`config.mk`:
```
export PLATFORM = sky130hd
export DESIGN_NAME = display_page_sequencer
export DESIGN_NICKNAME = d
export VERILOG_FILES = /design/src/rtl/display_pkg.sv /design/src/rtl/hex7seg.sv /design/src/rtl/display_page_sequencer.sv
export SDC_FILE = /design/constraint.sdc
export NUM_CORES = 1
export LEC_CHECK = 0
export BUFFER_PORTS_ARGS = -buffer_cell sky130_fd_sc_hd__buf_4
export CELL_PAD_IN_SITES_DETAIL_PLACEMENT = 1
export CELL_PAD_IN_SITES_GLOBAL_PLACEMENT = 1
export CORE_MARGIN = 2
export CORE_UTILIZATION = 42
export CTS_CLUSTER_DIAMETER = 100
export DETAILED_ROUTE_END_ITERATION = 12
export HOLD_SLACK_MARGIN = 0.06
export PLACE_DENSITY_LB_ADDON = 0.3
export SYNTH_ARGS = -nofsm -noshare
export SYNTH_HDL_FRONTEND = slang
export SYNTH_HIERARCHICAL = 1
export SYNTH_SLANG_ARGS = --single-unit
```
`constraint.sdc`:
```
create_clock -name clk -period 7.5 [get_ports clk]
set_clock_uncertainty 0.2 [all_clocks]
set_input_delay 1.125 -clock clk [delete_from_list [all_inputs] [get_ports clk]]
set_output_delay 1.125 -clock clk [all_outputs]
set_load 0.02 [all_outputs]
```
`src/rtl/display_pkg.sv`:
```
`default_nettype none
// display_pkg: seven-segment font, display constants, sequencer state type and
// the round-robin helper shared by the page sequencer files.
package display_pkg;

  localparam logic [7:0] SEG_FONT [16] = '{
    8'h3F, 8'h06, 8'h5B, 8'h4F, 8'h66, 8'h6D, 8'h7D, 8'h07,
    8'h7F, 8'h6F, 8'h77, 8'h7C, 8'h39, 8'h5E, 8'h79, 8'h71
  };
  localparam logic [7:0] SEG_DASH  = 8'h40;
  localparam logic [7:0] SEG_BLANK = 8'h00;
  localparam logic [7:0] SEG_DP    = 8'h80;

  typedef enum logic [1:0] {
    SCAN     = 2'd0,
    ALERT_HI = 2'd1,
    ALERT_LO = 2'd2
  } state_t;

  // First set bit after 'from', wrapping at n; 'from' itself is checked last.
  function automatic logic [2:0] next_valid(input logic [2:0] from,
                                            input logic [7:0] valid,
                                            input int n);
    logic [2:0] r;
    int idx;
    r = from;
    for (int k = 8; k >= 1; k--) begin
      if (k <= n) begin
        idx = int'(from) + k;
        if (idx >= n) idx = idx - n;
        if (valid[idx[2:0]]) r = idx[2:0];
      end
    end
    return r;
  endfunction

endpackage
`default_nettype wire

```
`src/rtl/hex7seg.sv`:
```
`default_nettype none
// hex7seg: one hex nibble to an active-high seven-segment pattern (dp clear).
module hex7seg
  import display_pkg::*;
(
  input  logic [3:0] nibble_i,
  output logic [7:0] seg_o
);

  assign seg_o = SEG_FONT[nibble_i];

endmodule
`default_nettype wire

```
`src/rtl/display_page_sequencer.sv`:
```
`default_nettype none
// display_page_sequencer: rotates source values as hi/lo 4-digit pages on the
// display word, with a preempting two-page alert.
module display_page_sequencer
  import display_pkg::*;
#(
  parameter int NUM_SRC      = 4,
  parameter int DWELL_CYCLES = 50_000_000,
  parameter int ALERT_CYCLES = 100_000_000,
  parameter int CNT_W        = 27
) (
  input  logic                 clk,
  input  logic                 reset,
  input  logic [NUM_SRC*32-1:0] src_data,
  input  logic [NUM_SRC-1:0]   src_valid,
  input  logic                 freeze,
  input  logic                 alert_req,
  input  logic [31:0]          alert_data,
  output logic                 alert_ack,
  output logic                 alert_active,
  output logic [2:0]           page_src,
  output logic                 page_hi,
  output logic [31:0]          word
);

  localparam logic [CNT_W-1:0] DWELL_LAST = CNT_W'(DWELL_CYCLES - 1);
  localparam logic [CNT_W-1:0] ALERT_LAST = CNT_W'(ALERT_CYCLES - 1);

  state_t           state_q, state_d;
  logic [2:0]       src_q, src_d;
  logic             hi_q, hi_d;
  logic [CNT_W-1:0] cnt_q, cnt_d;
  logic [31:0]      alert_q, alert_d;
  logic             ack_d;

  logic [31:0] word_q, word_d;
  logic [2:0]  page_src_q;
  logic        page_hi_q, page_hi_d;
  logic        active_q, ack_q;

  logic        any_valid, cur_valid;
  logic [2:0]  nv_src;
  logic [31:0] shown;
  logic [15:0] half;
  logic [7:0]  seg [4];

  assign any_valid = |src_valid;
  assign nv_src    = next_valid(src_q, 8'(src_valid), NUM_SRC);

  always_comb begin
    cur_valid = 1'b0;
    for (int i = 0; i < NUM_SRC; i++)
      if (src_q == 3'(i)) cur_valid = src_valid[i];
  end

  // src_q is left untouched during an alert, so it doubles as the saved scan source.
  always_comb begin
    state_d = state_q;
    src_d   = src_q;
    hi_d    = hi_q;
    cnt_d   = cnt_q;
    alert_d = alert_q;
    ack_d   = 1'b0;
    case (state_q)
      SCAN: begin
        if (alert_req) begin
          ack_d   = 1'b1;
          alert_d = alert_data;
          cnt_d   = '0;
          state_d = ALERT_HI;
        end else if (!any_valid) begin
          cnt_d = '0;
          hi_d  = 1'b1;
        end else if (!cur_valid) begin
          src_d = nv_src;
          hi_d  = 1'b1;
          cnt_d = '0;
        end else if (!freeze) begin
          if (cnt_q == DWELL_LAST) begin
            cnt_d = '0;
            if (hi_q) begin
              hi_d = 1'b0;
            end else begin
              src_d = nv_src;
              hi_d  = 1'b1;
            end
          end else begin
            cnt_d = cnt_q + CNT_W'(1);
          end
        end
      end
      ALERT_HI: begin
        if (cnt_q == ALERT_LAST) begin
          cnt_d   = '0;
          state_d = ALERT_LO;
        end else begin
          cnt_d = cnt_q + CNT_W'(1);
        end
      end
      ALERT_LO: begin
        if (cnt_q == ALERT_LAST) begin
          cnt_d   = '0;
          state_d = SCAN;
          hi_d    = 1'b1;
          src_d   = (cur_valid || !any_valid) ? src_q : nv_src;
        end else begin
          cnt_d = cnt_q + CNT_W'(1);
        end
      end
      default: state_d = SCAN;
    endcase
  end

  always_comb begin
    shown = alert_d;
    if (state_d == SCAN) begin
      shown = '0;
      for (int i = 0; i < NUM_SRC; i++)
        if (src_d == 3'(i)) shown = src_data[32*i +: 32];
    end
  end

  assign page_hi_d = (state_d == SCAN) ? hi_d : (state_d == ALERT_HI);
  assign half      = page_hi_d ? shown[31:16] : shown[15:0];

  for (genvar k = 0; k < 4; k++) begin : g_digit
    hex7seg u_hex7seg (
      .nibble_i (half[4*k +: 4]),
      .seg_o    (seg[k])
    );
  end

  always_comb begin
    word_d = {seg[3] | (page_hi_d ? SEG_DP : SEG_BLANK), seg[2], seg[1], seg[0]};
    if (state_d == SCAN && !any_valid) word_d = {4{SEG_DASH}};
  end

  always_ff @(posedge clk) begin
    if (reset) begin
      state_q    <= SCAN;
      src_q      <= 3'd0;
      hi_q       <= 1'b1;
      cnt_q      <= '0;
      alert_q    <= '0;
      word_q     <= {4{SEG_BLANK}};
      page_src_q <= 3'd0;
      page_hi_q  <= 1'b1;
      active_q   <= 1'b0;
      ack_q      <= 1'b0;
    end else begin
      state_q    <= state_d;
      src_q      <= src_d;
      hi_q       <= hi_d;
      cnt_q      <= cnt_d;
      alert_q    <= alert_d;
      word_q     <= word_d;
      page_src_q <= src_d;
      page_hi_q  <= page_hi_d;
      active_q   <= (state_d != SCAN);
      ack_q      <= ack_d;
    end
  end

  assign word         = word_q;
  assign page_src     = page_src_q;
  assign page_hi      = page_hi_q;
  assign alert_active = active_q;
  assign alert_ack    = ack_q;

endmodule
`default_nettype wire

```
==> flow_summary.yaml <==
status:
  status: "finished, final reports clean"
clocking:
  cts-htree-levels: 3
  cts-resized-gates: 0
  numCtsBuffers: 9
  cts_tree: "done"
  cts.clk_slew.worst_paths_ns: 0.07
  holdBufCountCts: 0
  root_buffer: "clkbuf_16"
  cts_sinks: 100
  post_cts_buffers: 0
  clock_latency_ns: 0.36
  cts_buffer_depth: 2
routing:
  vias: 6578
  drt_iter0_drc: 399
  ant_nets: 0
  totalWireLength_mm: 22.5
  routed_via_density: 5.55
  drc: 0
  routedWlPerCell_um: 19.0
  first_pass_iters: 7
logic_synthesis:
  syn_nets: 994
  ys_types: 70
  synthesis.area_sq_mm: 0.00708
  synth_largest_area_cell: "dfxtp_1"
  synthArstFlopShare_pct: 0
  netlist_top_cells_count: "100 x dfxtp_1, 86 x nor2_1, 76 x mux2i_1"
  seq_area_frac_synth_pct: 28.3
  synth_flop_cell: "dfxtp_1"
  avgSynthCellArea_sq_um: 8.99
  synth-seq-cells: 100
  synthCells: 787
  yosysTopAreaCellShare_pct: 28.3
  synth_top_cells_by_area: "dfxtp_1 28%, mux2i_1 11%, ha_1 6.9%"
  synth_edf_count: 0
  synthMostInstantiatedCell: "dfxtp_1"
  synth-warning-count: 6
die:
  num_rows: 47
  dieHeight_um: 134
  ioPinCount: 206
  die_x_um: 134
  initial_core_util_pct: 42.8
  dieArea_sq_mm: 0.0179
  core_sq_mm: 0.0165
global_routing:
  grt_overflow: 0
  grt_pass1_wl_mm: 35.3
  antenna_found_initial: 0
  grt_pass1_vias: 6880
  grt_max_degree: 50
  grt_util_all_layers_pct: 25.0
timing:
  setup_viol_count_final: 0
  finalCritPeriodShare_pct: 76.5
  fin_tns_setup_ns: 0
  timing.fmax_mhz: 174
  drv_slew: 0
  rsz0062_at_grt: "false"
  relSlewSlack_pct: 24.0
  tightest_slew_ns: 1.14
  period_minus_slack_ns: 5.74
  final_hold_viol_count: 0
finish:
  final_util_pct: 54.8
  layout.nets: 1169
  drive_gt1_share_pct: 31.8
  syn_to_final_growth_pct: 27.9
  n_antenna_cell: 0
job:
  maxCapViolCount: 0
setup_path:
  crit_type: "reg -> reg"
  cp.arrival_ns: 5.79
  rr_worst_depth: 15
  required_ns: 7.55
  cp-start-kind: "flip-flop"
  r2r_setup_slack_ns: 1.76
  endpoint_kind: "flip-flop"
  path_max_fanout: 16
hold_path:
  whs_path_depth: 2
  hold_path.class: "reg -> reg"
power:
  pwr_density_cell_mw_per_mm2: 234
  leakagePower_nw: 4.05
  ir_drop_v: 0.000118
place:
  hpwl_mm: 17.3
  io_buffers: 205
  gp_congestion: 0.889
## layout make-up
class	instances	area [sq um]
timing repair buffer	215	1630
tap	220	275
sequential	100	2000
fill	1943	7470
multi-input combinational	602	4690
clock buffer	9	225
clock inverter	5	103
inverter	34	128
## layer usage
metal	global-route usage (%)	share of wire [%]	vias to the layer above
met3	4.76	4.7	30
met4	7.74	2.4	0
met5	0	0	-
met1	28.5	40	3192
li1	-	-	3181
met2	46.8	53	175
## power by group
part	internal (mW)	leakage (nW)	total (mW)	switching [mW]
combinational	0.453	3.07	0.972	0.519
clock	0.322	0.157	0.530	0.208
sequential	0.594	0.823	0.619	0.0257
## through the flow
stage	hold slack [ns]	power (mW)	cell area, sq um	setup slack [ns]	std cells
final	0.286	2.12	9050	1.76	1185
after global routing	0.314	2.24	9050	1.37	1185
after floorplan	0.249	1.31	7080	2.69	787
after global placement	0.263	1.58	8720	1.79	1171
after CTS	0.295	2.14	9050	1.75	1185
after detailed placement	0.276	1.60	8720	1.70	1171
## worst max-delay path, stage by stage, from the launching register on
cell and delay, ns:
dfxtp_1 0.69, inv_1 0.24, ha_1 0.26, and3b_1 0.18, o211ai_1 0.27, nand2_1 0.14
o21a_1 0.16, o311a_1 0.35, or2_1 0.26, nor3_2 0.86, a222oi_1 0.35, a211oi_1 0.50
inv_1 0.21, ha_1 0.33, mux4_1 0.49, and2_1 0.15
## final timing paths
path / startpoint / endpoint
worst min register to register: alert_q[27] / alert_q[27]
worst max register to register: page_src[0] / word[3]
worst max-delay path: page_src[0] / word[3]
worst min-delay path: alert_q[27] / alert_q[27]
## placed cells by master, fill, tap and decap left out, types with 5 or more instances in the layout
cell type,Yosys,layout
nand2_1,44,43
or2_2,19,19
nor2_1,86,86
mux2_1,12,12
a22oi_1,10,10
inv_1,34,34
o21ai_0,13,13
xor2_1,14,14
o211a_1,15,15
xnor2_1,6,6
nand2b_1,10,10
a31oi_1,5,5
a211oi_2,10,10
buf_4,5,214
a222oi_1,15,15
nor3_1,7,7
and2_1,29,29
a21oi_1,25,23
dfxtp_1,100,100
ha_1,39,39
nor2b_1,12,12
nand4_1,8,8
mux2_2,29,29
mux2i_1,76,76
o2111a_1,15,15
clkbuf_16,0,9
nand3_1,14,14
a211oi_1,7,7
## sequential cells by signal, indices dropped and copies added (netlist names)
| name | cells |
|---|---|
| alert_active | 1 |
| cnt_q | 27 |
| hi_q | 1 |
| page_src | 3 |
| alert_q | 32 |
| state_q | 2 |
| page_hi | 1 |
| word | 32 |
| alert_ack | 1 |
## cells by family after synthesis
family                   Yosys count  synth area share (%)
AND/OR/NAND/NOR                  259                  18.7
buffers and inverters             85                  5.87
XOR/XNOR                          20                  2.48
other                              4                 0.212
AO/OA/AOI/OAI                    155                  17.9
multiplexers                     125                  19.6
adder cells (fa/ha/maj)           39                  6.90
flip-flops                       100                  28.3
(Power assumes the default switching activity.)
